**config.mk**
```make
export PLATFORM = sky130hd
export DESIGN_NAME = alpha_trim_mean
export DESIGN_NICKNAME = d
export VERILOG_FILES = /design/src/rtl/alpha_mean_pkg.sv /design/src/rtl/trim_mean_div.sv /design/src/rtl/alpha_trim_mean.sv
export SDC_FILE = /design/constraint.sdc
export NUM_CORES = 1
export LEC_CHECK = 0
export CORE_AREA = 3 3 189 191
export CTS_BUF_LIST = sky130_fd_sc_hd__clkbuf_4 sky130_fd_sc_hd__clkbuf_8 sky130_fd_sc_hd__clkbuf_16
export DETAILED_ROUTE_END_ITERATION = 7
export DIE_AREA = 0 0 192 194
export PLACE_DENSITY = 0.82
export SLEW_MARGIN = 0
export SYNTH_ARGS = -nofsm -noshare
export SYNTH_HDL_FRONTEND = slang
export SYNTH_SLANG_ARGS = --single-unit
```
**constraint.sdc**
```tcl
create_clock -name clk -period 30.4 [get_ports clk]
set_input_delay 6.08 -clock clk [delete_from_list [all_inputs] [get_ports clk]]
set_output_delay 6.08 -clock clk [all_outputs]
set_load 0.005 [all_outputs]
```
**src/rtl/alpha_mean_pkg.sv**
```systemverilog
// Purpose: shared FSM encoding, sizing functions and bus field helper for the alpha-trim mean block.
// Latency: n/a (types and functions only).
// Backpressure: n/a.
package alpha_mean_pkg;

  // One-hot controller states.
  typedef enum logic [5:0] {
    IDLE = 6'b000001,
    WAIT = 6'b000010,
    ARM  = 6'b000100,
    ACC  = 6'b001000,
    DIV  = 6'b010000,
    OUT  = 6'b100000
  } state_e;

  // Widest packed bus get_field() can slice; callers zero-extend to this width.
  localparam int MAX_BUS = 512;

  // Number of central samples kept after trimming.
  function automatic int calc_k(input int dn, input int trim);
    return dn - 2 * trim;
  endfunction

  // Accumulator width: K samples of dw bits, plus the K/2 rounding term, never overflow.
  function automatic int calc_sw(input int dw, input int k);
    return dw + $clog2(k + 1);
  endfunction

  // Field r of width w (w <= 31) from a packed bus with field 0 at the LSBs.
  function automatic logic [31:0] get_field(input logic [MAX_BUS-1:0] bus, input int r, input int w);
    logic [31:0] mask;
    mask = (32'd1 << w) - 32'd1;
    return 32'(bus >> (r * w)) & mask;
  endfunction

endpackage

```
**src/rtl/trim_mean_div.sv**
```systemverilog
// Purpose: bit-serial restoring divider, dividend / K for a constant divisor K.
// Latency: SW cycles; the first step runs in the start cycle, done pulses in the SW-th cycle.
// Backpressure: none; a start while busy restarts the division.
// Ports: clk, rst (async, active-high); start (1-cycle pulse, dividend valid that cycle);
//        dividend[SW]; quotient[QW] (valid while done is high); done (1-cycle pulse).
module trim_mean_div #(
  parameter int SW = 12,
  parameter int K  = 13,
  parameter int QW = 8
) (
  input  logic          clk,
  input  logic          rst,
  input  logic          start,
  input  logic [SW-1:0] dividend,
  output logic [QW-1:0] quotient,
  output logic          done
);

  localparam int CW = $clog2(SW + 1);

  logic [SW-1:0] rem_q, rem_d, quo_q, quo_d;
  logic [CW-1:0] cnt_q, cnt_d;
  logic          busy_q, busy_d;

  logic [SW-1:0] src_quo, src_rem, rem_step, quo_step;
  logic [SW:0]   shifted;
  logic [CW-1:0] cnt_step;
  logic          q_bit, active;

  always_comb begin
    // On start the first step consumes the dividend directly, so no load cycle is lost.
    src_quo  = start ? dividend : quo_q;
    src_rem  = start ? '0 : rem_q;
    shifted  = {src_rem, src_quo[SW-1]};
    q_bit    = 1'b0;
    rem_step = shifted[SW-1:0];
    if (shifted >= (SW+1)'(K)) begin
      q_bit    = 1'b1;
      rem_step = SW'(shifted - (SW+1)'(K));
    end
    quo_step = {src_quo[SW-2:0], q_bit};
    active   = start | busy_q;
    cnt_step = start ? CW'(1) : cnt_q + CW'(1);
    done     = active && (cnt_step == CW'(SW));
    quotient = quo_step[QW-1:0];

    rem_d  = active ? rem_step : rem_q;
    quo_d  = active ? quo_step : quo_q;
    cnt_d  = active ? cnt_step : cnt_q;
    busy_d = active & ~done;
  end

  always_ff @(posedge clk or posedge rst) begin
    if (rst) begin
      rem_q  <= '0;
      quo_q  <= '0;
      cnt_q  <= '0;
      busy_q <= 1'b0;
    end else begin
      rem_q  <= rem_d;
      quo_q  <= quo_d;
      cnt_q  <= cnt_d;
      busy_q <= busy_d;
    end
  end

endmodule

```
**src/rtl/alpha_trim_mean.sv**
```systemverilog
// Purpose: rounded mean of the DN-2*TRIM central samples of a sorted window (alpha-trimmed mean).
// Latency: sort_finish in cycle t -> mean_valid in cycle t+K+SW+2 (27 with defaults).
// Backpressure: none; a sort_sig while busy is dropped and flagged on overrun the next cycle.
// Ports: clk, rst (async, active-high); sort_sig + data_unsort (window strobe/data);
//        sort_finish + sequence_sorted (rank -> original index, valid the cycle after sort_finish);
//        mean_out (held), mean_valid (pulse), busy (not IDLE), overrun (pulse).
module alpha_trim_mean
  import alpha_mean_pkg::*;
#(
  parameter int DN          = 25,
  parameter int DW          = 8,
  parameter int DW_sequence = $clog2(DN),
  parameter int TRIM        = 6
) (
  input  logic                      clk,
  input  logic                      rst,
  input  logic                      sort_sig,
  input  logic [DW*DN-1:0]          data_unsort,
  input  logic                      sort_finish,
  input  logic [DW_sequence*DN-1:0] sequence_sorted,
  output logic [DW-1:0]             mean_out,
  output logic                      mean_valid,
  output logic                      busy,
  output logic                      overrun
);

  localparam int K  = calc_k(DN, TRIM);
  localparam int SW = calc_sw(DW, K);

  if (2 * TRIM >= DN) begin : g_bad_trim
    $error("alpha_trim_mean: 2*TRIM must be smaller than DN");
  end
  if (DW * DN > MAX_BUS || DW_sequence * DN > MAX_BUS) begin : g_bad_bus
    $error("alpha_trim_mean: window bus wider than MAX_BUS");
  end

  state_e                    state_q, state_d;
  logic [DW*DN-1:0]          data_q, data_d;
  logic [DW_sequence*DN-1:0] seq_q, seq_d;
  logic [SW-1:0]             sum_q, sum_d;
  logic [DW_sequence-1:0]    rank_q, rank_d;
  logic [DW-1:0]             mean_q, mean_d;
  logic                      mean_valid_q, mean_valid_d;
  logic                      overrun_q, overrun_d;
  logic                      div_start_q, div_start_d;

  logic [31:0]   idx;
  logic [DW-1:0] sample;
  logic [SW-1:0] dividend;
  logic [DW-1:0] quotient;
  logic          div_done;

  // Sample mux: sample[seq[rank]]; an out-of-range index reads as zero.
  always_comb begin
    idx    = get_field(MAX_BUS'(seq_q), int'(rank_q), DW_sequence);
    sample = '0;
    if (idx < 32'(DN)) begin
      sample = DW'(get_field(MAX_BUS'(data_q), int'(idx), DW));
    end
  end

  // Adding K/2 before the floor divide rounds to nearest.
  assign dividend = sum_q + SW'(K / 2);

  trim_mean_div #(
    .SW(SW),
    .K (K),
    .QW(DW)
  ) u_div (
    .clk     (clk),
    .rst     (rst),
    .start   (div_start_q),
    .dividend(dividend),
    .quotient(quotient),
    .done    (div_done)
  );

  always_comb begin
    state_d      = state_q;
    data_d       = data_q;
    seq_d        = seq_q;
    sum_d        = sum_q;
    rank_d       = rank_q;
    mean_d       = mean_q;
    mean_valid_d = 1'b0;
    div_start_d  = 1'b0;
    overrun_d    = sort_sig && (state_q != IDLE);

    unique case (state_q)
      IDLE: begin
        // sort_sig has priority; a coincident sort_finish is simply not looked at here.
        if (sort_sig) begin
          data_d  = data_unsort;
          state_d = WAIT;
        end
      end
      WAIT: begin
        if (sort_finish) state_d = ARM;
      end
      ARM: begin
        seq_d   = sequence_sorted;
        sum_d   = '0;
        rank_d  = DW_sequence'(TRIM);
        state_d = ACC;
      end
      ACC: begin
        sum_d  = sum_q + SW'(sample);
        rank_d = rank_q + DW_sequence'(1);
        if (rank_q == DW_sequence'(DN - TRIM - 1)) begin
          div_start_d = 1'b1;
          state_d     = DIV;
        end
      end
      DIV: begin
        // Result is loaded on entry to OUT so mean_out and mean_valid appear together.
        if (div_done) begin
          mean_d       = quotient;
          mean_valid_d = 1'b1;
          state_d      = OUT;
        end
      end
      OUT: begin
        state_d = IDLE;
      end
      default: state_d = IDLE;
    endcase
  end

  always_ff @(posedge clk or posedge rst) begin
    if (rst) begin
      state_q      <= IDLE;
      data_q       <= '0;
      seq_q        <= '0;
      sum_q        <= '0;
      rank_q       <= '0;
      mean_q       <= '0;
      mean_valid_q <= 1'b0;
      overrun_q    <= 1'b0;
      div_start_q  <= 1'b0;
    end else begin
      state_q      <= state_d;
      data_q       <= data_d;
      seq_q        <= seq_d;
      sum_q        <= sum_d;
      rank_q       <= rank_d;
      mean_q       <= mean_d;
      mean_valid_q <= mean_valid_d;
      overrun_q    <= overrun_d;
      div_start_q  <= div_start_d;
    end
  end

  assign mean_out   = mean_q;
  assign mean_valid = mean_valid_q;
  assign overrun    = overrun_q;
  assign busy       = (state_q != IDLE);

endmodule

```
==> run metrics <==
die width 192 µm; Slew HR 19.7%; # Post-CTS Setup Buffers 0; Clk Latency, worst-skew pair 530 ps; Setup CP Type primary input to async pin; switching share of power 37.5%; synth warn 0; Routed Antenna Nets 0; layout cell share with drive strength beyond 1 between 10% and 20%; HPWL after DPL 34400 µm; Setup-failing EPs final 0; LEAKAGE 10.5 nW; # resized after CTS 0; cts hold-fix bufs 0; Max stage delay on crit path 920 ps; Flop pwr share about a third; worst slew pin tran 1200 ps; Psw 0.997 mW; vias per cell 5.65; 1st-iter DRT viols slightly below 800; Critical Path Start Type primary input; I/O pin cnt 340; setup repair after global routing missed its margin false; syn_area_per_cell about 11 µm²; Mapped Nets 1984; number of synthesized register bits slightly below 400; sequential element share of the synthesized area 52.1%; top cell type's share of synthesized area around 52%; DP Worst Slack 21140 ps; wire per inst 20.1 µm; most common cell after layout, fill and taps aside nand2_1; Fin Setup TNS 0 ps; max capacitance violation total 0; internal power 1.66 mW; Layout area overhead 27.0%; worst-path maximum fanout 169; largest net degree at the start of global routing 170; Tot GR Track Use about a quarter; Tcrit/Tclk final 28.1%; Syn Inst Count between 1500 and 2000; final-stage net count 2281; clock sinks 388; fmax 117 MHz; endpoints failing hold 0; IO buf count approximately 340; final WL 48800 µm; Final Skew 16.1 ps; clock share of power 19.2%; Combinational Power Share 47.3%; Top delay family on crit path buffers and inverters; DRC errors left 0; Tmin final 8530 ps; die height ~190 µm; outcome completed; crit path DAT between 9000 and 10000 ps; VDD IR max 0.0906 mV; Die ar. 37200 µm²; Slowest cell on crit path buf_4; Netlist Area Pre-Place 18600 µm²; max-slew violations 0; num rows 68; TritonCTS clock tree built; CTS Root Cell clkbuf_16; Cell Chain, Critical Path clkdlybuf4s50_1, inv_8, buf_12, buf_4; H-tree levels 2; largest area contributor in the netlist dfrtp_1; antenna violations before repair 13; CP required 30900 ps; Initial Util 54.4%; number of synthesized flops with an enable pin 0; CP endpoint kind async pin; CTS Buf Count 41; Yosys cell types 79; WP buf/inv 4; Clock Tree Buf Depth 3; Area contributors post-synth dfrtp_1, mux2_2, nand2_1; Power Dens Cells 112 nW/µm²; first-pass GRT wire length approximately 77000 µm; Final WS setup 21870 ps; Initial DRT Pass Iterations 5; Worst-path clk slew 60 ps; Top FF cell, synth dfrtp_1; core area 34300 µm²; RD Place Congestion 0.848; vias in the first global route 14200; Remaining Overflow, GRT 0; asr flop ratio synth 100%; vias 13800; highest-count cells in the layout ignoring fill and taps nand2_1, dfrtp_1, clkdlybuf4s50_1; Hold Crit Class flip-flop to flip-flop
-- sequential cells by signal, indices dropped and copies added, names as in the netlist --
register	cells
data_q	200
u_div.cnt_q	4
rank_q	5
overrun	1
mean_out	8
u_div.quo_q	12
state_q	6
seq_q	125
mean_valid	1
sum_q	12
u_div.rem_q	12
u_div.busy_q	1
div_start_q	1
-- layer usage --
| metal | up-vias | share of wire, % | wire length [µm] | track usage [%] |
|---|---|---|---|---|
| li1 | 6328 | - | - | - |
| met1 | 6868 | 42 | 20300 | 34.7 |
| met2 | 444 | 49 | 23800 | 42.5 |
| met3 | 107 | 5.9 | 2870 | 4.77 |
| met5 | - | 0.084 | 41 | 0 |
| met4 | 6 | 3.7 | 1830 | 9.74 |
-- power groups by stage --
stage | registers [mW] | clock network [mW] | logic (mW)
final | 0.890 | 0.510 | 1.26
after global routing | 0.917 | 0.538 | 1.36
after CTS | 0.888 | 0.516 | 1.26
after detailed placement | 0.895 | 0 | 1.25
after global placement | 0.876 | 0 | 1.21
after floorplan | 0.840 | 0 | 0.962
-- area by class of cell --
cell class / count / area, µm²
Timing Repair Buffer: 353 / 3510
Clock buffer: 63 / 1270
Inverter: 23 / 93.8
Fill cell: 2465 / 10600
Sequential cell: 388 / 9710
Tap cell: 455 / 569
Clock inverter: 10 / 121
Multi-Input combinational cell: 1130 / 8370
Antenna cell: 11 / 27.5
-- stage by stage --
stage | hold slack [ps] | cell area, µm² | total power, mW | instances | utilization [%]
after global placement | 441 | 22300 | 2.08 | 2349 | 64.9
after floorplan | 430 | 18600 | 1.80 | 1640 | -
after detailed placement | 449 | 22300 | 2.14 | 2349 | 64.9
after global routing | 475 | 23700 | 2.82 | 2432 | 69.1
after CTS | 464 | 23700 | 2.67 | 2422 | 69.0
final | 462 | 23700 | 2.66 | 2433 | 69.1
-- kinds of logic (layout without fill, tap and decap cells) --
kind of cell               Yosys count  after routing  synth area share (%)
AOI/OAI and AO/OA                  170            170                  6.27
xor gates and xnor gates            23             23                  1.08
adders and majority gates           15             15                  1.05
buffers and inverters              122            449                  3.15
DFF                                388            388                  52.1
muxes                              346            346                  23.2
other                                0             11                     0
and+or+nand+nor                    576            576                  13.2
-- path summary, 6_finish.rpt --
check,start,to,slack [ps],cells past startpoint
min in group asynchronous,rst,seq_q[119],6100,2
setup reg to reg,rank_q[1],sum_q[10],24030,19
max in group clk,state_q[2],busy,22160,3
hold reg to reg,seq_q[20],seq_q[20],460,2
hold / removal,seq_q[20],seq_q[20],460,2
setup / recovery,rst,data_q[190],21870,4
-- worst reg2reg max path, stage by stage, from the launching register on --
cell      delay (ps)
dfrtp_2         1010
mux2_2           460
or3_1            330
nand4_1          220
nand3_4          490
buf_4            560
mux2i_1          300
mux2i_1          120
mux2_2           320
a211o_1          330
ha_1             230
fa_1             420
a21o_1           170
a21oi_1          220
o21bai_1         100
a21oi_1          240
o21bai_1         110
a21oi_1          320
o311ai_0         170
o41ai_1          130
-- synth_stat cells, types with 5 or more instances --
cell type	n
o211ai_1	5
o22ai_1	11
nor2_1	42
buf_2	9
clkbuf_1	65
dfrtp_1	387
a31oi_1	11
nand2_1	430
a211oi_1	22
mux4_1	21
mux2_2	220
nand3b_1	6
xnor2_1	13
buf_6	6
nand2b_1	10
mux4_2	19
xor2_1	10
ha_1	14
nor3_1	6
o21ai_0	40
nand3_1	23
nand4_1	6
nor2b_1	15
a211o_1	6
a21oi_1	28
buf_1	7
buf_4	9
mux2i_1	86
inv_1	20
Power figures use the tool's default switching activity.
